[config.mk]
export PLATFORM = sky130hd
export DESIGN_NAME = func_gen_sequencer
export DESIGN_NICKNAME = d
export VERILOG_FILES = /design/src/rtl/func_gen_pkg.sv /design/src/rtl/func_gen_sequencer_seg_mem.sv /design/src/rtl/func_gen_sequencer.sv
export SDC_FILE = /design/constraint.sdc
export NUM_CORES = 1
export LEC_CHECK = 0
export ABC_AREA = 0
export ABC_CLOCK_PERIOD_IN_PS = 3000
export BUFFER_PORTS_ARGS = -buffer_cell sky130_fd_sc_hd__buf_2
export CORE_MARGIN = 4
export CORE_UTILIZATION = 45
export DETAILED_ROUTE_END_ITERATION = 6
export GPL_ROUTABILITY_DRIVEN = 1
export HOLD_SLACK_MARGIN = 0.1
export PLACE_DENSITY = 0.59
export SKIP_LAST_GASP = 1
export SYNTH_ARGS = -nofsm -noshare
export SYNTH_HDL_FRONTEND = slang
export SYNTH_SLANG_ARGS = --single-unit
[constraint.sdc]
create_clock -name clk -period 3 [get_ports clk]
set_input_delay 0.15 -clock clk [delete_from_list [all_inputs] [get_ports clk]]
set_output_delay 0.15 -clock clk [all_outputs]
set_load 0.02 [all_outputs]
[src/rtl/func_gen_pkg.sv]
// Shared types and constants for the function-generator segment sequencer.
package func_gen_pkg;

  typedef enum logic [1:0] {
    IDLE = 2'd0,
    LOAD = 2'd1,
    RUN  = 2'd2
  } fgs_state_t;

  localparam logic [2:0] IDLE_SEL   = 3'b011;
  localparam logic [2:0] SEL_SINE   = 3'd0;
  localparam logic [2:0] SEL_SQUARE = 3'd1;
  localparam logic [2:0] SEL_COUNT  = 3'd3;

  localparam int unsigned FGS_DUR_W = 8;

  typedef struct packed {
    logic [2:0]           sel;
    logic [FGS_DUR_W-1:0] dur;
  } fgs_seg_t;

endpackage

[src/rtl/func_gen_sequencer_seg_mem.sv]
// Segment slot register file: one synchronous write, one asynchronous read,
// synchronous clear of every slot to {IDLE_SEL, duration 1}.
module fgs_seg_mem
  import func_gen_pkg::*;
#(
  parameter  int unsigned DEPTH = 8,
  parameter  int unsigned DUR_W = 8,
  localparam int unsigned AW    = $clog2(DEPTH),
  localparam int unsigned W     = 3 + DUR_W
) (
  input  logic          clk,
  input  logic          rst,
  input  logic          wr_en,
  input  logic [AW-1:0] wr_addr,
  input  logic [W-1:0]  wr_data,
  input  logic [AW-1:0] rd_addr,
  output logic [W-1:0]  rd_data
);

  localparam logic [W-1:0] RST_WORD = {IDLE_SEL, DUR_W'(1)};

  logic [W-1:0] mem_q [DEPTH];
  logic [W-1:0] mem_d [DEPTH];

  always_comb begin
    mem_d = mem_q;
    if (wr_en) mem_d[wr_addr] = wr_data;
  end

  always_ff @(posedge clk) begin
    if (!rst) begin
      for (int unsigned i = 0; i < DEPTH; i++) mem_q[i] <= RST_WORD;
    end else begin
      mem_q <= mem_d;
    end
  end

  assign rd_data = mem_q[rd_addr];

endmodule

[src/rtl/func_gen_sequencer.sv]
// Plays a programmed list of {sel, duration} segments into the function generator.
// Define FGS_LOOP_EN to add the loop input (wrap to slot 0 after last_idx).
module func_gen_sequencer
  import func_gen_pkg::*;
#(
  parameter  int unsigned DEPTH = 8,
  parameter  int unsigned DUR_W = 8,
  localparam int unsigned AW    = $clog2(DEPTH)
) (
  input  logic             clk,
  input  logic             rst,
  input  logic             wr_en,
  input  logic [AW-1:0]    wr_addr,
  input  logic [2:0]       wr_sel,
  input  logic [DUR_W-1:0] wr_dur,
  input  logic [AW-1:0]    last_idx,
  input  logic             start,
  input  logic             stop,
`ifdef FGS_LOOP_EN
  input  logic             loop,
`endif
  output logic [2:0]       sel_out,
  output logic             gen_rst,
  output logic             busy,
  output logic [AW-1:0]    seg_idx,
  output logic             done
);

  fgs_state_t       state_q, state_d;
  logic [2:0]       sel_out_q, sel_out_d;
  logic             gen_rst_q, gen_rst_d;
  logic             busy_q, busy_d;
  logic [AW-1:0]    seg_idx_q, seg_idx_d;
  logic             done_q, done_d;
  logic [AW-1:0]    last_q, last_d;
  logic [DUR_W-1:0] cnt_q, cnt_d;

  logic             mem_we;
  logic [2+DUR_W:0] rd_data;
  logic [2:0]       rd_sel;
  logic [DUR_W-1:0] rd_dur;
  logic             loop_active;

`ifdef FGS_LOOP_EN
  assign loop_active = loop;
`else
  assign loop_active = 1'b0;
`endif

  assign mem_we = wr_en && (state_q == IDLE);
  assign rd_sel = rd_data[2+DUR_W -: 3];
  assign rd_dur = rd_data[DUR_W-1:0];

  // Read port follows the next slot index so sel_out can be registered on entry to LOAD.
  fgs_seg_mem #(
    .DEPTH(DEPTH),
    .DUR_W(DUR_W)
  ) u_seg_mem (
    .clk    (clk),
    .rst    (rst),
    .wr_en  (mem_we),
    .wr_addr(wr_addr),
    .wr_data({wr_sel, wr_dur}),
    .rd_addr(seg_idx_d),
    .rd_data(rd_data)
  );

  always_comb begin
    state_d   = state_q;
    seg_idx_d = seg_idx_q;
    last_d    = last_q;
    cnt_d     = cnt_q;
    done_d    = 1'b0;
    case (state_q)
      IDLE: begin
        if (start && !stop) begin
          last_d    = last_idx;
          seg_idx_d = '0;
          state_d   = LOAD;
        end
      end
      LOAD: begin
        cnt_d   = (rd_dur == '0) ? DUR_W'(1) : rd_dur;
        state_d = RUN;
      end
      RUN: begin
        if (cnt_q > DUR_W'(1)) begin
          cnt_d = cnt_q - DUR_W'(1);
        end else if (seg_idx_q != last_q) begin
          seg_idx_d = seg_idx_q + 1'b1;
          state_d   = LOAD;
        end else if (loop_active) begin
          seg_idx_d = '0;
          state_d   = LOAD;
        end else begin
          seg_idx_d = '0;
          state_d   = IDLE;
          done_d    = 1'b1;
        end
      end
      default: state_d = IDLE;
    endcase

    if (stop && (state_q != IDLE)) begin
      state_d   = IDLE;
      seg_idx_d = '0;
      done_d    = 1'b0;
    end

    // A write to the slot being started lands at the same edge, so forward it.
    sel_out_d = sel_out_q;
    if (state_d == IDLE) begin
      sel_out_d = IDLE_SEL;
    end else if (state_d == LOAD) begin
      sel_out_d = (mem_we && (wr_addr == seg_idx_d)) ? wr_sel : rd_sel;
    end
    gen_rst_d = (state_d == LOAD);
    busy_d    = (state_d != IDLE);
  end

  always_ff @(posedge clk) begin
    if (!rst) begin
      state_q   <= IDLE;
      sel_out_q <= IDLE_SEL;
      gen_rst_q <= 1'b1;
      busy_q    <= 1'b0;
      seg_idx_q <= '0;
      done_q    <= 1'b0;
      last_q    <= '0;
      cnt_q     <= DUR_W'(1);
    end else begin
      state_q   <= state_d;
      sel_out_q <= sel_out_d;
      gen_rst_q <= gen_rst_d;
      busy_q    <= busy_d;
      seg_idx_q <= seg_idx_d;
      done_q    <= done_d;
      last_q    <= last_d;
      cnt_q     <= cnt_d;
    end
  end

  assign sel_out = sel_out_q;
  assign gen_rst = gen_rst_q;
  assign busy    = busy_q;
  assign seg_idx = seg_idx_q;
  assign done    = done_q;

endmodule

==> summary.log <==
INFO  global_routing globalRouteOverflowTotal=0
INFO  critical_path  cp.arrival=3.19ns
INFO  critical_path  setup.worst_path.start_class=flip-flop
INFO  drt            routed_wire_length_per_instance=18.2microns
INFO  floorplan      die_area=13600squm
INFO  drt            via_per_inst=5.64
INFO  sta            final-max-slew-violation-count=0
INFO  critical_path  rr_startpoint=cnt_q[0]$_SDFFE_PN1P_
INFO  drt            first_iter_violations=294
INFO  sta            fmax=346MHz
INFO  logic_synthesis ys_async_sr_fraction=0%
INFO  drt            detailroute.via_count=4519
INFO  layout         antenna_cells=0
INFO  sta            final.hold.worst_slack=0.106ns
INFO  critical_path  timing.reg2reg.worst_path_depth=10
INFO  logic_synthesis muxShareOfSynthArea=15.0%
INFO  layout         fin_nets=679
INFO  power          total_leakage_power=0.00257uW
INFO  flow_run       cap_violations=0
INFO  layout         areaGrowthSynthToFinish=14.5%
INFO  sta            slew-limit-headroom=46.9%
INFO  power          power.density=499nW/um^2
INFO  global_routing vias_in_the_first_global_route=4284
INFO  sta            fin_crit_sh=96.4%
INFO  critical_path  critical_path.max_stage_delay=0.51ns
INFO  clock_network  clk_pin_slew_worst_paths=0.07ns
INFO  logic_synthesis yosys.cell_types.count=60
INFO  critical_path  reg2reg_to=cnt_q[0]$_SDFFE_PN1P_
INFO  sta            setup_viol=0
INFO  layout         most_common_library_cell_in_the_layout_ignoring_fill_and_taps=sky130_fd_sc_hd__nand2_1
INFO  global_routing number_of_antenna_violations_at_the_first_check_in_global_routing=0
INFO  logic_synthesis post-synth-top-area-fraction=41.4%
INFO  sta            final_critical_path_setup_slack=0.109ns
INFO  critical_path  critical_path_top_delay_cell=sky130_fd_sc_hd__mux4_2
INFO  logic_synthesis synth_enable_flop_cells=0
INFO  place          routabilityCongestion=0.896
INFO  power          irDropWorstVdd=0.000319V
INFO  critical_path  worst-endpoint-required=3.30ns
INFO  min_path       holdPathStages=3
INFO  place          pre_cts_slack=0.0411ns
INFO  floorplan      die_y=117microns
INFO  logic_synthesis synth-warning-count=0
INFO  critical_path  worstPathMaxFanout=7
INFO  drt            postRouteWirelength=14.5mm
INFO  sta            min_period=2.89ns
INFO  layout         final_util=53.1%
INFO  place          port_buffers=30
INFO  min_path       worstHoldEndpoint=u_seg_mem.mem_q[6]$_SDFFE_PN0P_
INFO  logic_synthesis synthAdderAreaFrac=0.706%
INFO  logic_synthesis synth.yosys.seq_area_share=41.4%
INFO  clock_network  tritoncts_clock_tree=built
INFO  outcome        status=finished, final reports clean
INFO  floorplan      floorplan.rows=39
INFO  sta            final.setup_skew=0.00615ns
INFO  critical_path  timing.setup.critical_path_class=flip-flop to flip-flop
INFO  logic_synthesis synth.area.top_cells=sky130_fd_sc_hd__dfxtp_1, sky130_fd_sc_hd__mux2i_1, sky130_fd_sc_hd__nand2_1
INFO  drt            final_antenna_net_count=0
INFO  logic_synthesis synthXorXnorAreaFrac=1.15%
INFO  place          place_area=5590squm
INFO  min_path       min_from=wr_dur[6]
INFO  place          place_hpwl=9.89mm
INFO  logic_synthesis syn_area_per_cell=8.43squm
INFO  logic_synthesis syn_area=5310squm
INFO  sta            tightest_slew=0.797ns
INFO  sta            hold_violations=0
INFO  floorplan      die_outline_width=117microns
INFO  logic_synthesis synth_ff_type=sky130_fd_sc_hd__dfxtp_1
INFO  global_routing grt_util_all_layers=22.2%
INFO  drt            dr.pass1.iters=5
INFO  logic_synthesis syn_inst=630
INFO  logic_synthesis synthSimpleGateAreaFrac=24.3%
INFO  logic_synthesis synth-compound-area-share=12.1%
INFO  critical_path  r2r_setup_slack=0.11ns
INFO  clock_network  cts-htree-levels=3
INFO  clock_network  cts.path.max_buffers=2
INFO  clock_network  clkLatencyLatePin=0.36ns
INFO  floorplan      effective_utilization_at_floorplan=46.3%
INFO  layout         design_area=6080squm
INFO  min_path       hp-class=input port to flip-flop
INFO  critical_path  timing.critical_path.to_type=flip-flop
INFO  logic_synthesis post-synth-top-area-cell=sky130_fd_sc_hd__dfxtp_1
INFO  floorplan      core_region_area=11500squm
INFO  global_routing grt_first_pass_wirelength=23.1mm
INFO  floorplan      pin_count=31
INFO  layout         mostFrequentLayoutCells=sky130_fd_sc_hd__nand2_1, sky130_fd_sc_hd__dfxtp_1, sky130_fd_sc_hd__mux2i_1, sky130_fd_sc_hd__nor2_1, sky130_fd_sc_hd__a21oi_1
INFO  layout         drive_gt1_share=16.1%
INFO  drt            drc_errors=0
INFO  global_routing pin_count_of_the_biggest_net_entering_global_routing=73
INFO  logic_synthesis synth_top_family_by_area=simple AND/OR/NAND/NOR gates
INFO  clock_network  sinks_on_the_clock_net=110
INFO  clock_network  clk_root_buffer_cell=sky130_fd_sc_hd__clkbuf_16
INFO  critical_path  timing.critical_path.cells=inv_1 -> ha_1 -> or2_2 -> and4_4 -> mux2_2 -> buf_6 -> mux4_2 -> o211ai_1 -> nor4b_2 -> a31o_1
INFO  clock_network  cts_buffers=9
INFO  logic_synthesis ys_seq_elements=110
INFO  logic_synthesis mappedNetlistNets=655
worst max-delay path, delay by kind of cell (launching register included):
kind / cells / cell delay, ns
fa+ha+maj: 1 / 0.24
flops: 1 / 0.33
buf+inv: 2 / 0.24
compound gates: 2 / 0.46
simple gates: 3 / 0.79
mux: 2 / 0.78
through the flow:
step	total power, uW	TNS, ns	instances
finish	3040	0	801
global route	3140	-0.0131	801
CTS	3050	0	792
detailed placement	1810	0	771
global placement	1800	0	771
floorplan	1730	0	630
final cells by class:
cell class | count | area (sq um)
Clock inverter | 2 | 38.8
Clock buffer | 13 | 270
Timing Repair Buffer | 67 | 514
Inverter | 5 | 18.8
Sequential cell | 110 | 2200
Tap cell | 143 | 179
Fill cell | 1081 | 5380
Multi-Input combinational cell | 461 | 2860
Yosys cell counts (all sizes together), types with 3 or more instances:
cell type and count:
a211oi 6, inv 5, nand2 147, o21ai 11, nand4 9, clkbuf 38
and2 5, ha 3, nand3 21, xnor2 7, a22oi 3, mux2i 67
nand4b 3, nor2 52, nand2b 4, nor3 10, a21oi 38, a31o 3
and3 6, or4 3, or2 3, a31oi 7, buf 16, mux2 8
o211ai 7, a211o 4, nor2b 8, dfxtp 110, nor4 3
repair_timing:
action | in CTS | in global routing
buffers inserted | 0 | 8
resized for setup | 0 | 8
hold buffers | 6 | 0
hold endpoints to repair | 11 | 0
setup endpoints to repair | 0 | 8
routing by layer:
metal  up-vias  global-route usage [%]  routed length, microns
li1       2209                       -                       -
met2       102                    36.8                    6880
met5         -                       0                       0
met3        16                    3.63                     635
met4         0                    7.57                     255
met1      2192                    29.5                    6770
registers in the layout, indices dropped and copies added, names as in the netlist:
| name | count |
|---|---|
| cnt_q | 8 |
| u_seg_mem.mem_q | 88 |
| busy | 1 |
| sel_out | 3 |
| seg_idx | 3 |
| done | 1 |
| last_q | 3 |
| state_q | 2 |
| gen_rst | 1 |
how the worst max path moves through the flow:
| stage | startpoint | endpoint | depth (start not counted) |
|---|---|---|---|
| final | cnt_q[0]$_SDFFE_PN1P_ | cnt_q[0]$_SDFFE_PN1P_ | 10 |
| after global routing | cnt_q[0]$_SDFFE_PN1P_ | cnt_q[2]$_SDFFE_PN0P_ | 12 |
| after CTS | cnt_q[1]$_SDFFE_PN0P_ | sel_out[2]$_SDFFE_PP0P_ | 11 |
| after detailed placement | cnt_q[1]$_SDFFE_PN0P_ | sel_out[2]$_SDFFE_PP0P_ | 11 |
| after global placement | cnt_q[0]$_SDFFE_PN1P_ | cnt_q[0]$_SDFFE_PN1P_ | 10 |
| after floorplan | cnt_q[0]$_SDFFE_PN1P_ | cnt_q[2]$_SDFFE_PN0P_ | 13 |
cells by family (layout without fill, tap and decap cells):
logic type | count (synthesis) | in the layout
adder cells (fa/ha/maj) | 3 | 3
multiplexers | 76 | 76
buffers and inverters | 59 | 87
AND/OR/NAND/NOR | 280 | 280
flip-flops | 110 | 110
XOR/XNOR | 7 | 7
AO/OA/AOI/OAI | 95 | 95
power by group:
group          switching [uW]  internal [uW]  total, uW
Sequential               20.9           1490       1520
Clock                     537            715       1250
Combinational             165            102        268
(Power assumes the default switching activity.)
